File: config.mk
export PLATFORM = sky130hd
export DESIGN_NAME = vga_timing_generator
export DESIGN_NICKNAME = d
export VERILOG_FILES = /design/src/rtl/vga_timing_generator_pkg.sv /design/src/rtl/vga_axis_counter.sv /design/src/rtl/vga_timing_generator.sv
export SDC_FILE = /design/constraint.sdc
export NUM_CORES = 1
export LEC_CHECK = 0
export ABC_AREA = 1
export BUFFER_PORTS_ARGS = -buffer_cell sky130_fd_sc_hd__buf_2
export CORE_UTILIZATION = 35
export CTS_CLUSTER_DIAMETER = 100
export DETAILED_ROUTE_END_ITERATION = 6
export PLACE_DENSITY = 0.63
export SLEW_MARGIN = 10
export SYNTH_ARGS = -nofsm -noshare
export SYNTH_HDL_FRONTEND = slang
export SYNTH_SLANG_ARGS = --single-unit
File: constraint.sdc
create_clock -name Clock -period 4 [get_ports Clock]
set_clock_uncertainty 0.1 [all_clocks]
set_input_delay 0.4 -clock Clock [delete_from_list [all_inputs] [get_ports Clock]]
set_output_delay 0.4 -clock Clock [all_outputs]
set_load 0.005 [all_outputs]
File: src/rtl/vga_timing_generator_pkg.sv
// Shared raster mode constants (default 640x480@60) and helpers for the display path.
// Colour, memory and timing blocks import this so they all agree on one mode.
package vga_timing_generator_pkg;

    localparam int unsigned DEF_H_ACTIVE = 640;
    localparam int unsigned DEF_H_FP     = 16;
    localparam int unsigned DEF_H_SYNC   = 96;
    localparam int unsigned DEF_H_BP     = 48;
    localparam int unsigned DEF_V_ACTIVE = 480;
    localparam int unsigned DEF_V_FP     = 10;
    localparam int unsigned DEF_V_SYNC   = 2;
    localparam int unsigned DEF_V_BP     = 33;

    function automatic int unsigned axis_total(input int unsigned active, input int unsigned fp,
                                               input int unsigned sync, input int unsigned bp);
        return active + fp + sync + bp;
    endfunction

    localparam int unsigned DEF_H_TOTAL = axis_total(DEF_H_ACTIVE, DEF_H_FP, DEF_H_SYNC, DEF_H_BP);
    localparam int unsigned DEF_V_TOTAL = axis_total(DEF_V_ACTIVE, DEF_V_FP, DEF_V_SYNC, DEF_V_BP);

    // Decoded per-slot flags, registered together so they always describe the same pixel.
    typedef struct packed {
        logic hs;
        logic vs;
        logic active;
        logic line_start;
        logic frame_start;
    } slot_flags_t;

endpackage

File: src/rtl/vga_axis_counter.sv
// Purpose: modulo-(MAX+1) raster axis counter with an at-max (wrap) flag.
// Latency: count updates on the edge where tick=1; wrap is combinational from count.
// Backpressure: none; tick=0 simply holds the count.
module vga_axis_counter #(
    parameter int unsigned CNT_W = 10,
    parameter int unsigned MAX   = 799
) (
    input  logic             core_clk,
    input  logic             arst_n,
    input  logic             tick,
    output logic [CNT_W-1:0] count,
    output logic             wrap
);

    localparam logic [CNT_W-1:0] MAX_C = CNT_W'(MAX);

    assign wrap = (count == MAX_C);

    always_ff @(posedge core_clk or negedge arst_n) begin
        if (!arst_n) begin
            count <= '0;
        end else if (tick) begin
            count <= wrap ? '0 : count + CNT_W'(1);
        end
    end

endmodule

File: src/rtl/vga_timing_generator.sv
// Purpose: parametrised VGA raster timing: syncs, active flag, coordinates, row-major vmem address, strobes.
// Latency: one pixel tick; outputs describe the slot decoded from the counters before they advance.
// Backpressure: none; iPixelEn=0 freezes every register, so all levels stretch across idle clocks.
module vga_timing_generator
    import vga_timing_generator_pkg::*;
#(
    parameter int unsigned H_ACTIVE = DEF_H_ACTIVE,
    parameter int unsigned H_FP     = DEF_H_FP,
    parameter int unsigned H_SYNC   = DEF_H_SYNC,
    parameter int unsigned H_BP     = DEF_H_BP,
    parameter int unsigned V_ACTIVE = DEF_V_ACTIVE,
    parameter int unsigned V_FP     = DEF_V_FP,
    parameter int unsigned V_SYNC   = DEF_V_SYNC,
    parameter int unsigned V_BP     = DEF_V_BP,
    parameter logic        HS_POL   = 1'b0,
    parameter logic        VS_POL   = 1'b0,
    parameter int unsigned CNT_W    = 10,
    parameter int unsigned ADDR_W   = 19
) (
    input  logic              Clock,
    input  logic              Reset,
    input  logic              iPixelEn,
    output logic              oHS,
    output logic              oVS,
    output logic              oActive,
    output logic [CNT_W-1:0]  oCol,
    output logic [CNT_W-1:0]  oRow,
    output logic [ADDR_W-1:0] oVmemAddress,
    output logic              oLineStart,
    output logic              oFrameStart
);

    localparam int unsigned H_TOTAL = axis_total(H_ACTIVE, H_FP, H_SYNC, H_BP);
    localparam int unsigned V_TOTAL = axis_total(V_ACTIVE, V_FP, V_SYNC, V_BP);

    // Inclusive sync bounds keep every constant below the axis total, so they fit in CNT_W.
    localparam logic [CNT_W-1:0] H_ACT_C   = CNT_W'(H_ACTIVE);
    localparam logic [CNT_W-1:0] V_ACT_C   = CNT_W'(V_ACTIVE);
    localparam logic [CNT_W-1:0] HS_FIRST  = CNT_W'(H_ACTIVE + H_FP);
    localparam logic [CNT_W-1:0] HS_LAST   = CNT_W'(H_ACTIVE + H_FP + H_SYNC - 1);
    localparam logic [CNT_W-1:0] VS_FIRST  = CNT_W'(V_ACTIVE + V_FP);
    localparam logic [CNT_W-1:0] VS_LAST   = CNT_W'(V_ACTIVE + V_FP + V_SYNC - 1);

    logic [CNT_W-1:0]  hcnt;
    logic [CNT_W-1:0]  vcnt;
    logic              h_wrap;
    logic              v_wrap;
    logic [ADDR_W-1:0] next_addr;
    slot_flags_t       slot;

    vga_axis_counter #(.CNT_W(CNT_W), .MAX(H_TOTAL - 1)) u_hcnt (
        .core_clk (Clock),
        .arst_n   (Reset),
        .tick     (iPixelEn),
        .count    (hcnt),
        .wrap     (h_wrap)
    );

    vga_axis_counter #(.CNT_W(CNT_W), .MAX(V_TOTAL - 1)) u_vcnt (
        .core_clk (Clock),
        .arst_n   (Reset),
        .tick     (iPixelEn && h_wrap),
        .count    (vcnt),
        .wrap     (v_wrap)
    );

    always_comb begin
        slot             = '0;
        slot.active      = (hcnt < H_ACT_C) && (vcnt < V_ACT_C);
        slot.hs          = (hcnt >= HS_FIRST) && (hcnt <= HS_LAST);
        slot.vs          = (vcnt >= VS_FIRST) && (vcnt <= VS_LAST);
        slot.line_start  = (hcnt == '0);
        slot.frame_start = (hcnt == '0) && (vcnt == '0);
    end

    always_ff @(posedge Clock or negedge Reset) begin
        if (!Reset) begin
            next_addr    <= '0;
            oCol         <= '0;
            oRow         <= '0;
            oVmemAddress <= '0;
            oActive      <= 1'b0;
            oLineStart   <= 1'b0;
            oFrameStart  <= 1'b0;
            oHS          <= ~HS_POL;
            oVS          <= ~VS_POL;
        end else if (iPixelEn) begin
            oCol        <= hcnt;
            oRow        <= vcnt;
            oActive     <= slot.active;
            oLineStart  <= slot.line_start;
            oFrameStart <= slot.frame_start;
            oHS         <= slot.hs ? HS_POL : ~HS_POL;
            oVS         <= slot.vs ? VS_POL : ~VS_POL;
            // Running address instead of row*H_ACTIVE+col; (0,0) re-seeds it every frame.
            if (slot.frame_start) begin
                oVmemAddress <= '0;
                next_addr    <= ADDR_W'(1);
            end else if (slot.active) begin
                oVmemAddress <= next_addr;
                next_addr    <= next_addr + ADDR_W'(1);
            end
        end
    end

endmodule

==> results of run 1 <==
Yosys cell counts:
| library cell | n |
|---|---|
| a21oi_1 | 14 |
| a31oi_1 | 3 |
| and2_1 | 1 |
| buf_1 | 1 |
| buf_2 | 9 |
| buf_4 | 1 |
| clkbuf_1 | 5 |
| dfrtp_1 | 81 |
| dfstp_2 | 2 |
| ha_1 | 5 |
| inv_1 | 47 |
| inv_2 | 2 |
| nand2_1 | 147 |
| nand2_2 | 1 |
| nand3_1 | 40 |
| nand3b_1 | 1 |
| nand4_1 | 16 |
| nor2_1 | 50 |
| nor2_2 | 3 |
| nor2_4 | 1 |
| nor3_1 | 4 |
| nor3_2 | 2 |
| nor3b_1 | 1 |
| o21ai_0 | 41 |
| o21ai_1 | 13 |
| o31ai_1 | 2 |
| or2_2 | 1 |
| xnor2_1 | 1 |
| xor2_1 | 7 |
stage by stage:
step	setup WS (ns)	area, um^2	utilization (%)	hold WS [ns]
global placement	1.55	4330	39.4	0.360
floorplan	2.44	3990	-	0.00441
global route	1.53	4620	42.1	0.256
CTS	1.85	4620	42.1	0.191
detailed placement	1.50	4330	39.4	0.365
finish	1.85	4620	42.1	0.143
worst reg2reg max path, cell delays in order (launching register included):
cell and delay [ns]:
dfrtp_1 0.38, ha_1 0.19, nand3_1 0.10, inv_1 0.11
nand3_1 0.10, nor2_1 0.61, inv_1 0.25, nand2_1 0.12
o21ai_0 0.07
worst min-delay path by stage:
stage / start / end / slack [ns] / cells past startpoint
floorplan: Reset / next_addr[0] / 0.004 / 0
global placement: oVS / oVS / 0.36 / 2
detailed placement: oVS / oVS / 0.36 / 2
CTS: Reset / next_addr[4] / 0.19 / 1
global route: Reset / oVmemAddress[17] / 0.26 / 1
finish: Reset / oVmemAddress[17] / 0.14 / 1
metal layers:
layer	up-vias	share of wire (%)
met3	8	3.5
met4	0	1.1
met1	1618	46
met5	-	0
li1	1710	-
met2	60	49
power groups by stage:
stage	Sequential [mW]	Combinational [mW]	Clock, mW
2_1_floorplan	1.18	0.332	0
3_3_place_gp	1.20	0.530	0
3_5_place_dp	1.20	0.540	0
4_1_cts	1.19	0.543	0.845
5_1_grt	1.22	0.624	0.874
6_report	1.19	0.532	0.824
layout make-up:
class / instances / area, um^2 / area share, %
clock inverters: 5 / 52.6 / 1.14
clock buffers: 11 / 243 / 5.25
inverters: 49 / 184 / 3.98
well taps: 140 / 175 / 3.79
flip-flops and latches: 83 / 2080 / 45.0
multi-input cells: 354 / 1650 / 35.7
repair buffers: 47 / 240 / 5.19
placed cells by master, fill, tap and decap left out, types with 2 or more instances in the layout:
cell type	count
buf_2	45
clkinv_2	3
inv_1	47
nand2_1	147
o21ai_1	13
nand3_1	40
clkbuf_16	9
a31oi_1	3
xor2_1	7
nor3_1	4
buf_4	2
inv_2	2
dfstp_2	2
ha_1	5
nor3_2	2
nand4_1	16
o21ai_0	41
o31ai_1	2
a21oi_1	14
nor2_1	50
nor2_2	3
dfrtp_1	81
registers in the layout, summed over array words and instances (netlist names):
register	flops
next_addr	19
oHS	1
oCol	10
oActive	1
oLineStart	1
u_vcnt.count	10
oVS	1
u_hcnt.count	10
oVmemAddress	19
oRow	10
oFrameStart	1
cells by family after synthesis:
kind of cell | Yosys count | synth area share, %
AOI/OAI and AO/OA | 73 | 9.38
adders and majority gates | 5 | 1.57
and+or+nand+nor | 268 | 28.7
DFF | 83 | 52.1
buffers and inverters | 65 | 6.49
xor gates and xnor gates | 8 | 1.76
==> results.cfg, run 1 <==
[detailed_routing]
detail-route-antenna-nets = 0
avgViaCountPerCell = 4.93
routedWlPerCell_um = 13.0
drtIter0Drc = 159
drc = 0
vias = 3396
drtPass1Iterations = 5
wl_um = 8950

[place]
gp_congestion = 0.879
io_buffers = 46
dp_cells = 673
hpwl_um = 6340

[timing]
timing.final.crit_share_pct = 53.7
hold_violations = 0
fin_crit_ns = 2.15
max-slew-margin-rel_pct = 31.2
worst_slew_pin_slew_ns = 1.03
rsz0062_at_grt = no
slew_viol_final = 0
final-setup-viol-count = 0
setup_tns_ns = 0
fmax_mhz = 466

[cts]
cts.sinks = 83
cts_buffer_depth = 2
insertion_delay_ns = 0.34
cts_hold_buf = 0
cts_setup_buffers = 0
cts_buffers = 9
root_buffer = clkbuf_16
post_cts_resized = 0
cts_tree = yes
clk_pin_slew_ns = 0.06
htree_levels = 3

[synthesis]
ys_ff_latch = 83
synth_warnings = 0
synth_area_leaders = dfrtp_1 51%, nand2_1 14%, o21ai_0 5.1%
yosysTopAreaCellShare_pct = 50.8
synth_area_leader_cell = dfrtp_1
syn_nets = 510
synth_area_um2 = 3990
synth_cell_type_count = 29
yosysSeqAreaShare_pct = 52.1
netlist_instances = 502
avgSynthCellArea_um2 = 7.95

[min_path]
hold_path.class = in2async

[grt]
globalRouteMet3Util_pct = 3.83
grt_max_degree = 84
met2_usage_pct = 28.6
antenna_found_initial = 0
use_met1_pct = 20.4
grt_use_total_pct = 16.6
grt_pass1_wl_um = 15300
gr-total-overflow = 0
grt_pass1_vias = 3235
grt.busiest_layer = met2

[worst_setup_path]
crit_chain = ha_1 > nand3_1 > inv_1 > nand3_1 > nor2_1 > inv_1 > nand2_1 > o21ai_0
r2r_setup_slack_ns = 1.85
cp_slowest_stage_delay_ns = 0.61
r2r-end = u_vcnt.count[5]
r2r-start = u_hcnt.count[0]
critPathCapture = u_vcnt.count[5]
path_max_fanout = 13
crit_family = simple AND/OR/NAND/NOR gates
critical_path_cell_count = 8
required_ns = 4.13
path_class = reg2reg
startpoint_type = flip-flop
crit_buf_inv = 2
cp-end-kind = flip-flop
worstSetupStartpoint = u_hcnt.count[0]
reg2reg_depth = 8
worstPathArrival_ns = 2.27
crit_slowest_cell = nor2_1

[status]
outcome = complete, no violations

[power]
ir_worst_vdd_mv = 0.293
p_sw_mw = 0.817
swShare_pct = 32.1
p_comb_share_pct = 20.9
powerDensity_nw_per_um2 = 551
sequentialPowerShare_pct = 46.7
internal_power_mw = 1.73
power.total_mw = 2.55
leakagePower_nw = 2.30
power_frac_clock_pct = 32.4

[floorplan]
die-area_um2 = 11800
fp-row-count = 38
dieHeight_um = 109
core_area_um2 = 11000
fp.dieW_um = 109
io_pins = 47
start_util_pct = 36.3

[cells_and_area]
insertedDiodeCount = 0
n_fill_cell = 1100
final_nets = 552
area_growth_syn_to_layout_pct = 15.9
instances_no_fill = 689
layout-drive-gt1-share_pct = 13.5

[run]
maxCapViolCount = 0
No activity file was read; power rests on OpenSTA's default activity.
==> inputs of run 2 (changes only) <==
--- a/config.mk
+++ b/config.mk
@@ -10,7 +10,7 @@
 export CORE_UTILIZATION = 35
 export CTS_CLUSTER_DIAMETER = 100
 export DETAILED_ROUTE_END_ITERATION = 6
-export PLACE_DENSITY = 0.63
+export PLACE_DENSITY = 0.65
 export SLEW_MARGIN = 10
 export SYNTH_ARGS = -nofsm -noshare
 export SYNTH_HDL_FRONTEND = slang
==> constraint.sdc (replaced) <==
create_clock -name Clock -period 1.9 [get_ports Clock]
set_clock_uncertainty 0.1 [all_clocks]
set_input_delay 0.19 -clock Clock [delete_from_list [all_inputs] [get_ports Clock]]
set_output_delay 0.19 -clock Clock [all_outputs]
set_load 0.005 [all_outputs]
==> run 2 against run 1 <==
  * Sequential share of layout area decreased by 1.3 points
  * Die area stayed put
  * Total power grew 110%
  * Non-clock buffer count is 14 higher
  * Count of clock-buffer cells in the layout shrank 2
  * Wire length increased by 4.7%
==> results.cfg, run 2 (synthesized netlist as in run 1, its figures left out) <==
[detailed_routing]
vias = 3469
drtIter0Drc = 205
routedWlPerCell_um = 13.3
detail-route-antenna-nets = 0
avgViaCountPerCell = 4.93
drc = 0
drtPass1Iterations = 4
wl_um = 9370

[grt]
antenna_found_initial = 0
grt_pass1_vias = 3364
grt_pass1_wl_um = 16000
gr-total-overflow = 0
grt_use_total_pct = 17.6
grt_max_degree = 52

[place]
hpwl_um = 6750
gp_congestion = 0.883
io_buffers = 46

[timing]
setup_tns_ns = 0
hold_ws_ns = 0.113
rsz0062_at_grt = no
fin_crit_ns = 1.69
timing.final.crit_share_pct = 89.0
slew_viol_final = 0
worst_slew_pin_slew_ns = 0.458
fmax_mhz = 592
max-slew-margin-rel_pct = 69.4
final-setup-viol-count = 0
hold_violations = 0

[worst_setup_path]
crit_top_cell = nand2_1
r2r-start = next_addr[1]
required_ns = 2.04
cp-end-kind = flip-flop
worstPathArrival_ns = 1.83
reg2reg_depth = 10
path_class = reg2reg
r2r_setup_slack_ns = 0.21
cp_slowest_stage_delay_ns = 0.40
r2r-end = next_addr[16]
startpoint_type = flip-flop
crit_slowest_cell = dfrtp_1
path_max_fanout = 5
crit_chain = ha_1 > nand2_1 > nor2_2 > nand2_1 > nor2_1 > nand3_1 > nand2_1 > nand2_1 > nand2_1 > inv_1

[power]
swShare_pct = 32.6
ir_worst_vdd_mv = 0.573
sequentialPowerShare_pct = 46.2
p_comb_share_pct = 21.8
leakagePower_nw = 2.38
p_sw_mw = 1.77
powerDensity_nw_per_um2 = 1140
power_frac_clock_pct = 32.0
internal_power_mw = 3.65

[floorplan]
dieHeight_um = 109
die-area_um2 = 11800
fp.dieW_um = 109
fp-row-count = 38
start_util_pct = 36.3
io_pins = 47
core_area_um2 = 11000

[run]
maxCapViolCount = 0

[min_path]
hold_path_end = oRow[9]
worst_hold_path.num_cells = 4
hold_path.class = in2reg
min-delay-start = iPixelEn

[cells_and_area]
final_nets = 566
utilization_pct = 43.3
layout_common_cells = 147 x nand2_1, 81 x dfrtp_1, 49 x nor2_1
final_common_cell = nand2_1
reg_top3 = next_addr: 19 flops, oVmemAddress: 19 flops
layout-drive-gt1-share_pct = 15.8
insertedDiodeCount = 0
area_growth_syn_to_layout_pct = 19.3
n_fill_cell = 1096

[status]
outcome = complete, no violations

[cts]
htree_levels = 3
clk_pin_slew_ns = 0.06
cts_tree = yes
cts_buffer_depth = 2
cts.sinks = 83
root_buffer = clkbuf_16
insertion_delay_ns = 0.35
cts_buffers = 9
[run 2: through the flow]
stage | instances | cell area (um^2) | power (mW) | setup slack (ns)
final | 703 | 4760 | 5.41 | 0.210
after global routing | 703 | 4760 | 5.77 | 0.00224
after CTS | 703 | 4750 | 5.48 | 0.187
after detailed placement | 686 | 4450 | 3.72 | 0.201
after global placement | 686 | 4450 | 3.69 | 0.182
after floorplan | 502 | 3990 | 3.18 | 0.336
[run 2: what timing repair did]
item | in CTS | in global routing
gates resized for setup | 0 | 1
endpoints found under the hold margin | 31 | 0
endpoints found under the setup margin | 0 | 12
hold buffers | 1 | 0
buffers inserted | 0 | 0
[run 2: worst max-delay path, delay by kind of cell, from the launching register on]
family        cells  cell delay (ns)
simple gates      8             0.83
flops             1             0.40
fa+ha+maj         1             0.21
buf+inv           1             0.03
[run 2: final cells by class]
class / instances / area [um^2] / share of cell area (%)
Clock buffer: 9 / 225 / 4.73
Clock inverter: 7 / 67.6 / 1.42
Inverter: 49 / 184 / 3.87
Multi-Input combinational cell: 354 / 1650 / 34.7
Sequential cell: 83 / 2080 / 43.7
Tap cell: 140 / 175 / 3.68
Timing Repair Buffer: 61 / 373 / 7.84
[run 2: power groups by stage]
stage	sequential, mW	clock (mW)	combinational [mW]
after detailed placement	2.53	0	1.19
final	2.50	1.73	1.18
after CTS	2.50	1.77	1.20
after global placement	2.52	0	1.17
after global routing	2.57	1.84	1.36
after floorplan	2.48	0	0.699
[run 2: per-layer routing]
metal | vias up | global-route usage (%) | share of wire, %
met4 | 0 | 6.95 | 2.0
met5 | - | 0 | 0
met2 | 49 | 28.8 | 48
met3 | 14 | 4.42 | 3.6
li1 | 1747 | - | -
met1 | 1659 | 22.1 | 46
[run 2: worst max path at each step]
stage                                from               to  slack (ns)  depth (start not counted)
after floorplan           u_vcnt.count[0]    next_addr[14]        0.34                          8
after global placement       next_addr[1]    next_addr[16]        0.18                         10
after detailed placement  u_vcnt.count[0]  oVmemAddress[3]        0.20                          8
after CTS                 u_vcnt.count[0]  oVmemAddress[3]        0.19                          8
after global routing      u_vcnt.count[0]     next_addr[8]       0.002                          8
final                        next_addr[1]    next_addr[16]        0.21                         10
